$ cat src/rtl/whack_pkg.sv
`default_nettype none
// ============================================================================
// Module : whack_pkg
// Brief  : Shared types and constants for the whack-a-mole game core.
// Rev    : 1.0  initial release
// ============================================================================
package whack_pkg;

   typedef enum logic [0:0] {
      GAP = 1'b0,
      UP  = 1'b1
   } state_t;

   localparam int          C_SCORE_W   = 8;
   localparam logic [15:0] C_LFSR_MASK = 16'hB400;
   localparam logic [15:0] C_LFSR_SEED = 16'hACE1;

   // Segment codes a..g (bit0 = a); element [0] is the digit 0 pattern.
   localparam logic [7:0][6:0] C_SEG_TABLE = {
      7'h07, 7'h7D, 7'h6D, 7'h66, 7'h4F, 7'h5B, 7'h06, 7'h3F
   };

   function automatic logic [C_SCORE_W-1:0] sat_inc(input logic [C_SCORE_W-1:0] v);
      return (&v) ? v : v + 1'b1;
   endfunction

endpackage : whack_pkg
`default_nettype wire

$ cat src/rtl/whack_button_sync.sv
`default_nettype none
// ============================================================================
// Module : whack_button_sync
// Brief  : 8-bit two-flop synchronizer with registered rising-edge detect.
// Rev    : 1.0  initial release
// ============================================================================
module whack_button_sync (
   input  logic       clk,
   input  logic       rst,
   input  logic [7:0] i_btn,
   output logic [7:0] o_press
);

   logic [7:0] r_sync1;
   logic [7:0] r_sync2;
   logic [7:0] r_prev;
   logic [7:0] r_press;

   always_ff @(posedge clk or posedge rst) begin
      if (rst) begin
         r_sync1 <= '0;
         r_sync2 <= '0;
         r_prev  <= '0;
         r_press <= '0;
      end else begin
         r_sync1 <= i_btn;
         r_sync2 <= r_sync1;
         r_prev  <= r_sync2;
         r_press <= r_sync2 & ~r_prev;
      end
   end

   assign o_press = r_press;

endmodule : whack_button_sync
`default_nettype wire

$ cat src/rtl/whack_a_mole.sv
`default_nettype none
// ============================================================================
// Module : whack_a_mole
// Brief  : Whack-a-mole game core, Tiny Tapeout pinout (rst_n is active-high).
// Rev    : 1.0  initial release
// ============================================================================
module whack_a_mole
   import whack_pkg::*;
#(
   parameter int          MOLE_TICKS = 25_000_000,
   parameter int          GAP_TICKS  = 5_000_000,
   parameter logic [15:0] LFSR_SEED  = C_LFSR_SEED
) (
   input  logic       clk,
   input  logic       rst_n,
   input  logic       ena,
   input  logic [7:0] ui_in,
   input  logic [7:0] uio_in,
   output logic [7:0] uo_out,
   output logic [7:0] uio_out,
   output logic [7:0] uio_oe
);

   logic                 w_rst;
   logic [7:0]           w_press;
   state_t               r_state, w_state_nxt;
   logic [31:0]          r_cnt, w_cnt_nxt;
   logic [2:0]           r_mole, w_mole_nxt;
   logic [C_SCORE_W-1:0] r_score, w_score_nxt;
   logic [15:0]          r_lfsr;
   logic                 w_unused;

   assign w_rst    = rst_n;
   assign w_unused = &{1'b0, ena, uio_in};

   whack_button_sync u_btn (
      .clk     (clk),
      .rst     (w_rst),
      .i_btn   (ui_in),
      .o_press (w_press)
   );

   // Free-running Galois LFSR; the mole index is sampled from it on GAP exit.
   always_ff @(posedge clk or posedge w_rst) begin
      if (w_rst) begin
         r_lfsr <= LFSR_SEED;
      end else begin
         r_lfsr <= {1'b0, r_lfsr[15:1]} ^ (r_lfsr[0] ? C_LFSR_MASK : 16'h0000);
      end
   end

   always_ff @(posedge clk or posedge w_rst) begin
      if (w_rst) begin
         r_state <= GAP;
         r_cnt   <= '0;
         r_mole  <= '0;
         r_score <= '0;
      end else begin
         r_state <= w_state_nxt;
         r_cnt   <= w_cnt_nxt;
         r_mole  <= w_mole_nxt;
         r_score <= w_score_nxt;
      end
   end

   always_comb begin
      w_state_nxt = r_state;
      w_cnt_nxt   = r_cnt + 32'd1;
      w_mole_nxt  = r_mole;
      w_score_nxt = r_score;
      case (r_state)
         GAP: begin
            if (r_cnt == 32'(GAP_TICKS - 1)) begin
               w_mole_nxt  = r_lfsr[2:0];
               w_cnt_nxt   = '0;
               w_state_nxt = UP;
            end
         end
         UP: begin
            // A hit takes priority over a timeout landing on the same cycle.
            if (w_press[r_mole]) begin
               w_score_nxt = sat_inc(r_score);
               w_cnt_nxt   = '0;
               w_state_nxt = GAP;
            end else if (r_cnt == 32'(MOLE_TICKS - 1)) begin
               w_cnt_nxt   = '0;
               w_state_nxt = GAP;
            end
         end
         default: begin
            w_cnt_nxt   = '0;
            w_state_nxt = GAP;
         end
      endcase
   end

   assign uo_out  = (r_state == UP) ? {1'b1, C_SEG_TABLE[r_mole]} : 8'h00;
   assign uio_out = r_score;
   assign uio_oe  = 8'hFF;

endmodule : whack_a_mole
`default_nettype wire

$ cat config.mk
export PLATFORM = sky130hd
export DESIGN_NAME = whack_a_mole
export DESIGN_NICKNAME = d
export VERILOG_FILES = /design/src/rtl/whack_pkg.sv /design/src/rtl/whack_button_sync.sv /design/src/rtl/whack_a_mole.sv
export SDC_FILE = /design/constraint.sdc
export NUM_CORES = 1
export LEC_CHECK = 0
export BUFFER_PORTS_ARGS = -buffer_cell sky130_fd_sc_hd__buf_2
export CAP_MARGIN = 10
export CORE_MARGIN = 10
export CORE_UTILIZATION = 50
export CTS_BUF_LIST = sky130_fd_sc_hd__clkbuf_16
export DETAILED_ROUTE_END_ITERATION = 10
export HOLD_SLACK_MARGIN = 0.03
export PLACE_DENSITY_LB_ADDON = 0.05
export SLEW_MARGIN = 20
export SYNTH_ARGS = -nofsm -noshare
export SYNTH_HDL_FRONTEND = slang
export SYNTH_HIERARCHICAL = 1
export SYNTH_SLANG_ARGS = --single-unit
$ cat constraint.sdc
create_clock -name clk -period 3.18 [get_ports clk]
set_clock_uncertainty 0.2 [all_clocks]
set_input_delay 0.477 -clock clk [delete_from_list [all_inputs] [get_ports clk]]
set_output_delay 0.477 -clock clk [all_outputs]
set_load 0.05 [all_outputs]
==> flow_summary.toml, run 1 <==
[finish]
syn2layout_area_growth_pct = 15.7
diodes = 0
layout.nets = 370
n_fill_cell = 610
drive_gt1_frac = 0.206

[pwr]
combPwrFrac = 0.031
p_sw_w = 0.000561
intPower_w = 0.00177
max-vdd-ir-drop_v = 0.000354
clockPowerShare = 0.455
p_leak_nw = 2.12
power_frac_seq = 0.515
power_density_nw_per_um2 = 538
sw_frac_of_total = 0.240

[setup_path]
start_kind = "register"
cp_data_arrival_time_ps = 2560
crit_fanout = 26
cp_slowest_cell = "o21bai_4"
crit_type = "reg -> reg"
cpLargestDelayFamily = "simple AND/OR/NAND/NOR gates"
cp-end-kind = "register"
worstPathCellList = "ha_1 > nand3_1 > nor4_2 > a31oi_2 > o21bai_4 > nor2_1"
slowest_delay_ps = 570
worst_ep_required_time_ps = 3170
rrSetupSlack_ps = 610
path_buf_inv = 0

[hold_path]
hp-class = "in -> reg"

[yosys]
yosys_warnings = 6
synth_seq_cells = 92
netlist_instances = 303
synth_cell_types = 35
yosys.area.top_type = "dfrtp_1"
yosysSeqAreaShare = 0.617
netlist_top_cells_area = "dfrtp_1 (56%), xor2_1 (6.1%), dfstp_2 (5.6%)"
synth_top_area_frac = 0.561
syn_area_um2 = 3750
avgSynthCellArea_um2 = 12.4

[sta]
max-slew-margin-rel = 0.490
fin_ws_ps = 614
fin_crit_sh = 0.807
period_needed_ps = 2570
drv_slew = 0
hold_violations = 0
tightestPinTransition_ps = 759
fmax_mhz = 390
tns_ps = 0
rsz0062_at_grt = "no"
finalSetupViolations = 0

[placement]
hpwlAfterDp_um = 4340
finalWeightedCongestion = 0.748
portBuffers = 25
pre_cts_slack_ps = 599

[route]
routed_wl_um = 6620
ant_nets = 0
wire_per_inst_um = 14.7
dr.pass1.iters = 4
drc = 0
route.vias.total = 2273
drt_iter0_markers = 111
vias_per_cell = 5.06

[floorplan]
io_pins = 43
rows = 31
coreArea_um2 = 7250
start_util = 0.516
die_area_um2 = 11400
die_w_um = 107
fp.dieH_um = 107

[grt]
grt_start_max_net_pins = 33
grt_usage = 0.129
antenna_found_initial = 0
grt_overflow = 0
grt_pass1_wl_um = 11800
grt_pass1_vias = 2345

[clocking]
clock_path_buffers = 2
clkLatencyLatePin_ps = 350
cts_buffers = 9
cts_resized = 0
post-cts-setup-buffers = 0
h-tree-depth = 3
clkSinkCount = 92
cts_tree = "built"
cts.reportedPaths.clkPinSlew_ps = 70
cts_root_buf = "clkbuf_16"

[status]
outcome = "completed"

[flow_run]
maxCapViolCount = 0
state kept, by name, summed over array words and instances, names as in the netlist:
register,cells
r_cnt,32
r_lfsr,16
r_mole,3
r_state,1
u_btn/o_press,8
u_btn/r_prev,8
u_btn/r_sync1,8
u_btn/r_sync2,8
uio_out,8
Yosys cell counts:
| master | n |
|---|---|
| nor4_2 | 3 |
| conb_1 | 1 |
| inv_1 | 8 |
| clkbuf_1 | 1 |
| or4_1 | 1 |
| buf_4 | 10 |
| mux2_2 | 2 |
| nor3_1 | 4 |
| mux4_2 | 2 |
| and3_1 | 8 |
| clkinv_1 | 1 |
| nor4b_1 | 1 |
| buf_6 | 2 |
| ha_1 | 6 |
| nand4_1 | 13 |
| dfrtp_1 | 84 |
| and2_1 | 1 |
| xnor2_1 | 14 |
| o21ai_0 | 3 |
| nand2b_1 | 1 |
| a31oi_2 | 1 |
| buf_2 | 1 |
| and4_1 | 4 |
| dfstp_2 | 8 |
| xor2_1 | 26 |
| nor4_1 | 3 |
| a21o_1 | 2 |
| a21oi_1 | 7 |
| nand2_1 | 16 |
| nor2_1 | 41 |
| and4b_1 | 1 |
| nor2b_4 | 8 |
| o21bai_4 | 1 |
| nor4bb_1 | 1 |
| nand3_1 | 17 |
logic make-up after synthesis:
family | count (synthesis) | share of synthesized area
simple gates | 123 | 0.187
compound gates | 14 | 0.0257
fa+ha+maj | 6 | 0.0200
other cells | 1 | 0.00100
mux | 4 | 0.0180
xor+xnor | 40 | 0.0935
flops | 92 | 0.617
buf+inv | 23 | 0.0374
power by group through the flow:
stage          combinational (W)  clock, W  sequential [W]
6_report               0.0000714   0.00106         0.00120
3_5_place_dp           0.0000657         0         0.00122
4_1_cts                0.0000736   0.00109         0.00120
3_3_place_gp           0.0000651         0         0.00122
5_1_grt                0.0000799   0.00113         0.00120
2_1_floorplan          0.0000576         0         0.00122
path summary, 6_finish.rpt:
check,startpoint,end,depth (start not counted)
min in group asynchronous,rst_n,r_lfsr[14],3
worst max-delay path,r_cnt[0],r_cnt[8],6
worst min register to register,r_lfsr[4],r_lfsr[3],0
max in group asynchronous,rst_n,r_lfsr[0],4
worst min-delay path,ui_in[0],u_btn/r_sync1[0],1
worst max register to register,r_cnt[0],r_cnt[8],6
through the flow:
step	util	power [W]	area, um^2	hold WS (ps)	std cells
floorplan	-	0.00128	3770	131	310
global placement	0.545	0.00129	3950	134	425
detailed placement	0.545	0.00129	3950	135	425
CTS	0.597	0.00236	4330	34.0	449
global route	0.597	0.00241	4330	31.0	449
finish	0.597	0.00233	4330	42.4	449
final cells by class:
type | count | area, um^2 | share of cell area
multi-input combinational | 195 | 1320 | 0.305
clock buffer | 9 | 225 | 0.0520
timing repair buffer | 38 | 243 | 0.0560
inverter | 9 | 33.8 | 0.00780
tap | 99 | 124 | 0.0286
clock inverter | 7 | 75.1 | 0.0173
sequential | 92 | 2310 | 0.534
per-layer routing:
metal | vias up | global-route usage | share of wire
li1 | 1088 | - | -
met2 | 38 | 0.193 | 0.47
met5 | - | 0 | 0
met4 | 0 | 0.0551 | 0.014
met3 | 6 | 0.0435 | 0.047
met1 | 1141 | 0.167 | 0.47
placed cells by master, fill, tap and decap left out, types with 2 or more instances in the layout:
cell type | Yosys | layout
inv_1 | 8 | 7
buf_2 | 1 | 25
a21oi_1 | 7 | 7
inv_8 | 0 | 3
mux2_2 | 2 | 2
ha_1 | 6 | 6
buf_4 | 10 | 5
mux4_2 | 2 | 2
a21o_1 | 2 | 2
nor3_1 | 4 | 4
nor4_1 | 3 | 3
nor2_1 | 41 | 41
and3_1 | 8 | 8
nand4_1 | 13 | 13
nor4_2 | 3 | 3
clkbuf_16 | 0 | 9
and4_1 | 4 | 4
xnor2_1 | 14 | 14
xor2_1 | 26 | 26
o21ai_0 | 3 | 3
dfrtp_1 | 84 | 84
nand3_1 | 17 | 17
nand2_1 | 16 | 16
dfstp_2 | 8 | 8
conb_1 | 1 | 8
nor2b_4 | 8 | 8
dlygate4sd3_1 | 0 | 8
repair_timing:
| action | 4_1_cts | 5_1_grt |
|---|---|---|
| hold endpoints to repair | 47 | 0 |
| hold buffers | 8 | 0 |
| setup endpoints to repair | 0 | 0 |
(Power assumes the default switching activity.)
==> run 2, diff against run 1 <==
Clock period 3.18 ns to 2.4 ns, I/O delays scaled along.
==> flow_summary.toml, run 2 (synthesis gave the netlist of run 1 again) <==
[status]
outcome = "completed"

[placement]
hpwlAfterDp_um = 4380
portBuffers = 25
pre_cts_slack_ps = 172
finalWeightedCongestion = 0.798

[floorplan]
die_area_um2 = 11400
io_pins = 43
rows = 31
die_w_um = 107
fp.dieH_um = 107
coreArea_um2 = 7250
start_util = 0.516

[clocking]
cts_root_buf = "clkbuf_16"
clkSinkCount = 92
h-tree-depth = 3
cts_buffers = 9
clock_path_buffers = 2
cts.reportedPaths.clkPinSlew_ps = 70
clkLatencyLatePin_ps = 340
cts_tree = "built"

[finish]
final_cell_mix = "dfrtp_1 (83), nor2_1 (41), xor2_1 (26)"
drive_gt1_frac = 0.224
largest_reg_flops = 32
top_register = "r_cnt"
layout_commonest_cell = "dfrtp_1"
final_util = 0.610
n_fill_cell = 613
diodes = 0
syn2layout_area_growth_pct = 18.1
reg.largest.list = "r_cnt (32), r_lfsr (16)"
layout.nets = 377

[hold_path]
hp-class = "reg -> reg"

[sta]
drv_slew = 0
fmax_mhz = 453
hold_violations = 0
period_needed_ps = 2210
fin_ws_ps = 193
rsz0062_at_grt = "no"
finalSetupViolations = 0
tns_ps = 0
finalHoldWorstSlack_ps = 148
fin_crit_sh = 0.920

[grt]
grt_overflow = 0
grt_usage = 0.125
grt_start_max_net_pins = 43
grt_pass1_vias = 2364
grt_pass1_wl_um = 11400
antenna_found_initial = 0

[route]
drt_iter0_markers = 51
vias_per_cell = 4.96
routed_wl_um = 6470
ant_nets = 0
route.vias.total = 2264
wire_per_inst_um = 14.2
drc = 0
dr.pass1.iters = 4

[setup_path]
crit_type = "reg -> out"
cp-end-kind = "primary output"
worst_ep_required_time_ps = 1840
cp_data_arrival_time_ps = 1650
start_kind = "register"
crit_fanout = 8

[pwr]
clockPowerShare = 0.452
p_sw_w = 0.000727
combPwrFrac = 0.032
p_leak_nw = 2.17
max-vdd-ir-drop_v = 0.000415
power_frac_seq = 0.516
intPower_w = 0.00235
sw_frac_of_total = 0.236
power_density_nw_per_um2 = 696

[flow_run]
maxCapViolCount = 0
[run 2: worst max-delay path, stage by stage (launching register included)]
cell	delay, ps
dfrtp_1	470
clkinvlp_4	240
a21o_1	220
a21oi_1	110
buf_2	280
[run 2: what timing repair did]
item                                    CTS  global route
setup buffers                             0             0
endpoints found under the setup margin    0             2
resized for setup                         0             2
hold endpoints to repair                 58             0
hold buffers                              9             0
[run 2: worst paths after layout]
check                           depth (start not counted)  slack [ps]               end        startpoint
worst max register to register                          6         200         r_cnt[19]         r_cnt[28]
max in group asynchronous                               4         990         r_lfsr[0]             rst_n
worst min-delay path                                    0         150  u_btn/r_sync2[2]  u_btn/r_sync1[2]
worst min register to register                          0         150  u_btn/r_sync2[2]  u_btn/r_sync1[2]
worst max-delay path                                    4         190         uo_out[0]           r_state
min in group asynchronous                               3         220  u_btn/r_sync1[5]             rst_n
[run 2: power by group through the flow]
stage / Clock, W / Combinational [W] / Sequential, W
finish: 0.00139 / 0.0000978 / 0.00159
global route: 0.00152 / 0.000109 / 0.00159
CTS: 0.00144 / 0.000101 / 0.00159
detailed placement: 0 / 0.0000890 / 0.00162
global placement: 0 / 0.0000881 / 0.00162
floorplan: 0 / 0.0000763 / 0.00162
[run 2: per-layer routing]
layer	GRT usage	routed length (um)
met2	0.192	3050
met1	0.163	3130
met4	0.0493	90
met5	0	0
met3	0.0368	203
[run 2: per-stage QoR]
stage                     total power [W]  std cells  area [um^2]
final                             0.00308        456         4420
after global routing              0.00322        456         4420
after CTS                         0.00314        456         4420
after detailed placement          0.00171        431         4020
after global placement            0.00171        431         4020
after floorplan                   0.00169        310         3770
[run 2: layout make-up]
class	instances	area, um^2	share of cell area
clock buffer	9	225	0.0509
multi-input combinational	195	1320	0.298
clock inverter	7	81.3	0.0184
sequential	92	2310	0.523
tap	99	124	0.0280
inverter	9	37.5	0.00848
timing repair buffer	45	323	0.0730
==> run 3, diff against run 2 <==
Settings changed: CTS_BUF_LIST sky130_fd_sc_hd__clkbuf_16 to sky130_fd_sc_hd__clkbuf_8, PLACE_DENSITY from default to 0.82, PLACE_DENSITY_LB_ADDON 0.05 to default.
==> flow_summary.toml, run 3 (synthesis gave the netlist of run 1 again) <==
[clocking]
clkSinkCount = 92
cts.reportedPaths.clkPinSlew_ps = 100
cts_root_buf = "clkbuf_8"
clock_path_buffers = 2
clkLatencyLatePin_ps = 370
h-tree-depth = 3
cts_tree = "built"
cts_buffers = 9

[setup_path]
worst_ep_required_time_ps = 1840
cp-end-kind = "primary output"
crit_type = "reg -> out"
crit_fanout = 6
start_kind = "register"
cp_data_arrival_time_ps = 1720

[finish]
n_fill_cell = 560
final_cell_mix = "dfrtp_1 (83), nor2_1 (41), xor2_1 (26)"
reg.largest.list = "r_cnt (32), r_lfsr (16)"
syn2layout_area_growth_pct = 15.2
drive_gt1_frac = 0.226
diodes = 0
final_cells = 457
largest_reg_flops = 32
layout_commonest_cell = "dfrtp_1"
top_register = "r_cnt"
layout.nets = 378
stdcell_area_um2 = 4310

[placement]
place_inst = 429
hpwlAfterDp_um = 4610
pre_cts_slack_ps = 91.3
dpl_cell_area_um2 = 4010
portBuffers = 25
finalWeightedCongestion = 0.861

[sta]
tns_ps = 0
hold_violations = 0
period_needed_ps = 2280
drv_slew = 0
finalSetupViolations = 0
rsz0062_at_grt = "no"
fin_crit_sh = 0.950
fin_ws_ps = 120
fmax_mhz = 439

[floorplan]
coreArea_um2 = 7250
io_pins = 43
die_area_um2 = 11400
start_util = 0.516
rows = 31
fp.dieH_um = 107
die_w_um = 107

[pwr]
p_leak_nw = 2.12
sw_frac_of_total = 0.251
max-vdd-ir-drop_v = 0.000393
combPwrFrac = 0.036
p_sw_w = 0.000677
power_density_nw_per_um2 = 625
power_frac_seq = 0.590
intPower_w = 0.00202
clockPowerShare = 0.374

[grt]
grt_overflow = 0
grt_pass1_wl_um = 11700
grt_pass1_vias = 2433
grt_start_max_net_pins = 47
grt_usage = 0.128
antenna_found_initial = 0

[route]
highest_layer = "met4"
wire_per_inst_um = 14.8
vias_per_cell = 5.11
dr.pass1.iters = 4
route.vias.total = 2337
drt_iter0_markers = 94
wl_met3_um = 406
ant_nets = 0
drc = 0
wl_met1_um = 2940
routed_wl_um = 6760
wl_met2_um = 3300

[flow_run]
maxCapViolCount = 0

[hold_path]
hp-class = "reg -> reg"

[status]
outcome = "completed"
[run 3: changes by cell type in the layout (fill, tap and decap cells not counted)]
cell       previous run  this run
inv_8                 2         3
clkbuf_8              0         9
clkinv_8              2         0
buf_4                 9        10
clkinv_4              1         0
clkinv_2              0         1
clkbuf_16             9         0
inv_6                 2         3
[run 3: worst max-delay path, stage by stage, from the launching register on]
cell and delay (ps):
dfrtp_2 450, inv_1 100, ha_1 180, a21o_1 200
a21oi_1 130, buf_2 290
[run 3: worst paths after layout]
kind                                       start          endpoint  slack [ps]  cells past startpoint
max in group asynchronous                  rst_n         r_lfsr[5]        1090                      4
worst min register to register  u_btn/r_sync1[6]  u_btn/r_sync2[6]         160                      0
worst max-delay path                   r_mole[1]         uo_out[3]         120                      5
worst max register to register         r_mole[1]        uio_out[5]         150                      5
min in group asynchronous                  rst_n          r_cnt[4]         310                      3
worst min-delay path            u_btn/r_sync1[6]  u_btn/r_sync2[6]         160                      0
[run 3: repair_timing]
item,in CTS,in global routing
setup buffers,0,3
endpoints found under the hold margin,54,0
gates resized for setup,0,2
hold buffers,9,0
endpoints found under the setup margin,0,4
[run 3: through the flow]
stage / hold slack (ps) / power [W] / util
floorplan: 131 / 0.00169 / -
global placement: 132 / 0.00170 / 0.553
detailed placement: 135 / 0.00171 / 0.553
CTS: 158 / 0.00273 / 0.591
global route: 168 / 0.00281 / 0.595
finish: 156 / 0.00269 / 0.595
[run 3: metal layers]
metal | vias up | GRT usage
li1 | 1100 | -
met1 | 1175 | 0.155
met2 | 54 | 0.199
met3 | 8 | 0.0459
met4 | 0 | 0.0619
met5 | - | 0
[run 3: power by group through the flow]
stage / combinational [W] / sequential, W / clock, W
3_3_place_gp: 0.0000861 / 0.00162 / 0
2_1_floorplan: 0.0000763 / 0.00162 / 0
6_report: 0.0000968 / 0.00159 / 0.00101
4_1_cts: 0.0000992 / 0.00159 / 0.00104
5_1_grt: 0.000108 / 0.00159 / 0.00110
3_5_place_dp: 0.0000879 / 0.00162 / 0
[run 3: cell type report]
cell class	count	area, um^2	share of cell area
multi-input cells	195	1320	0.306
inverters	9	37.5	0.00870
clock inverters	7	65.1	0.0151
clock buffers	9	124	0.0287
repair buffers	46	330	0.0766
well taps	99	124	0.0287
flip-flops and latches	92	2310	0.536
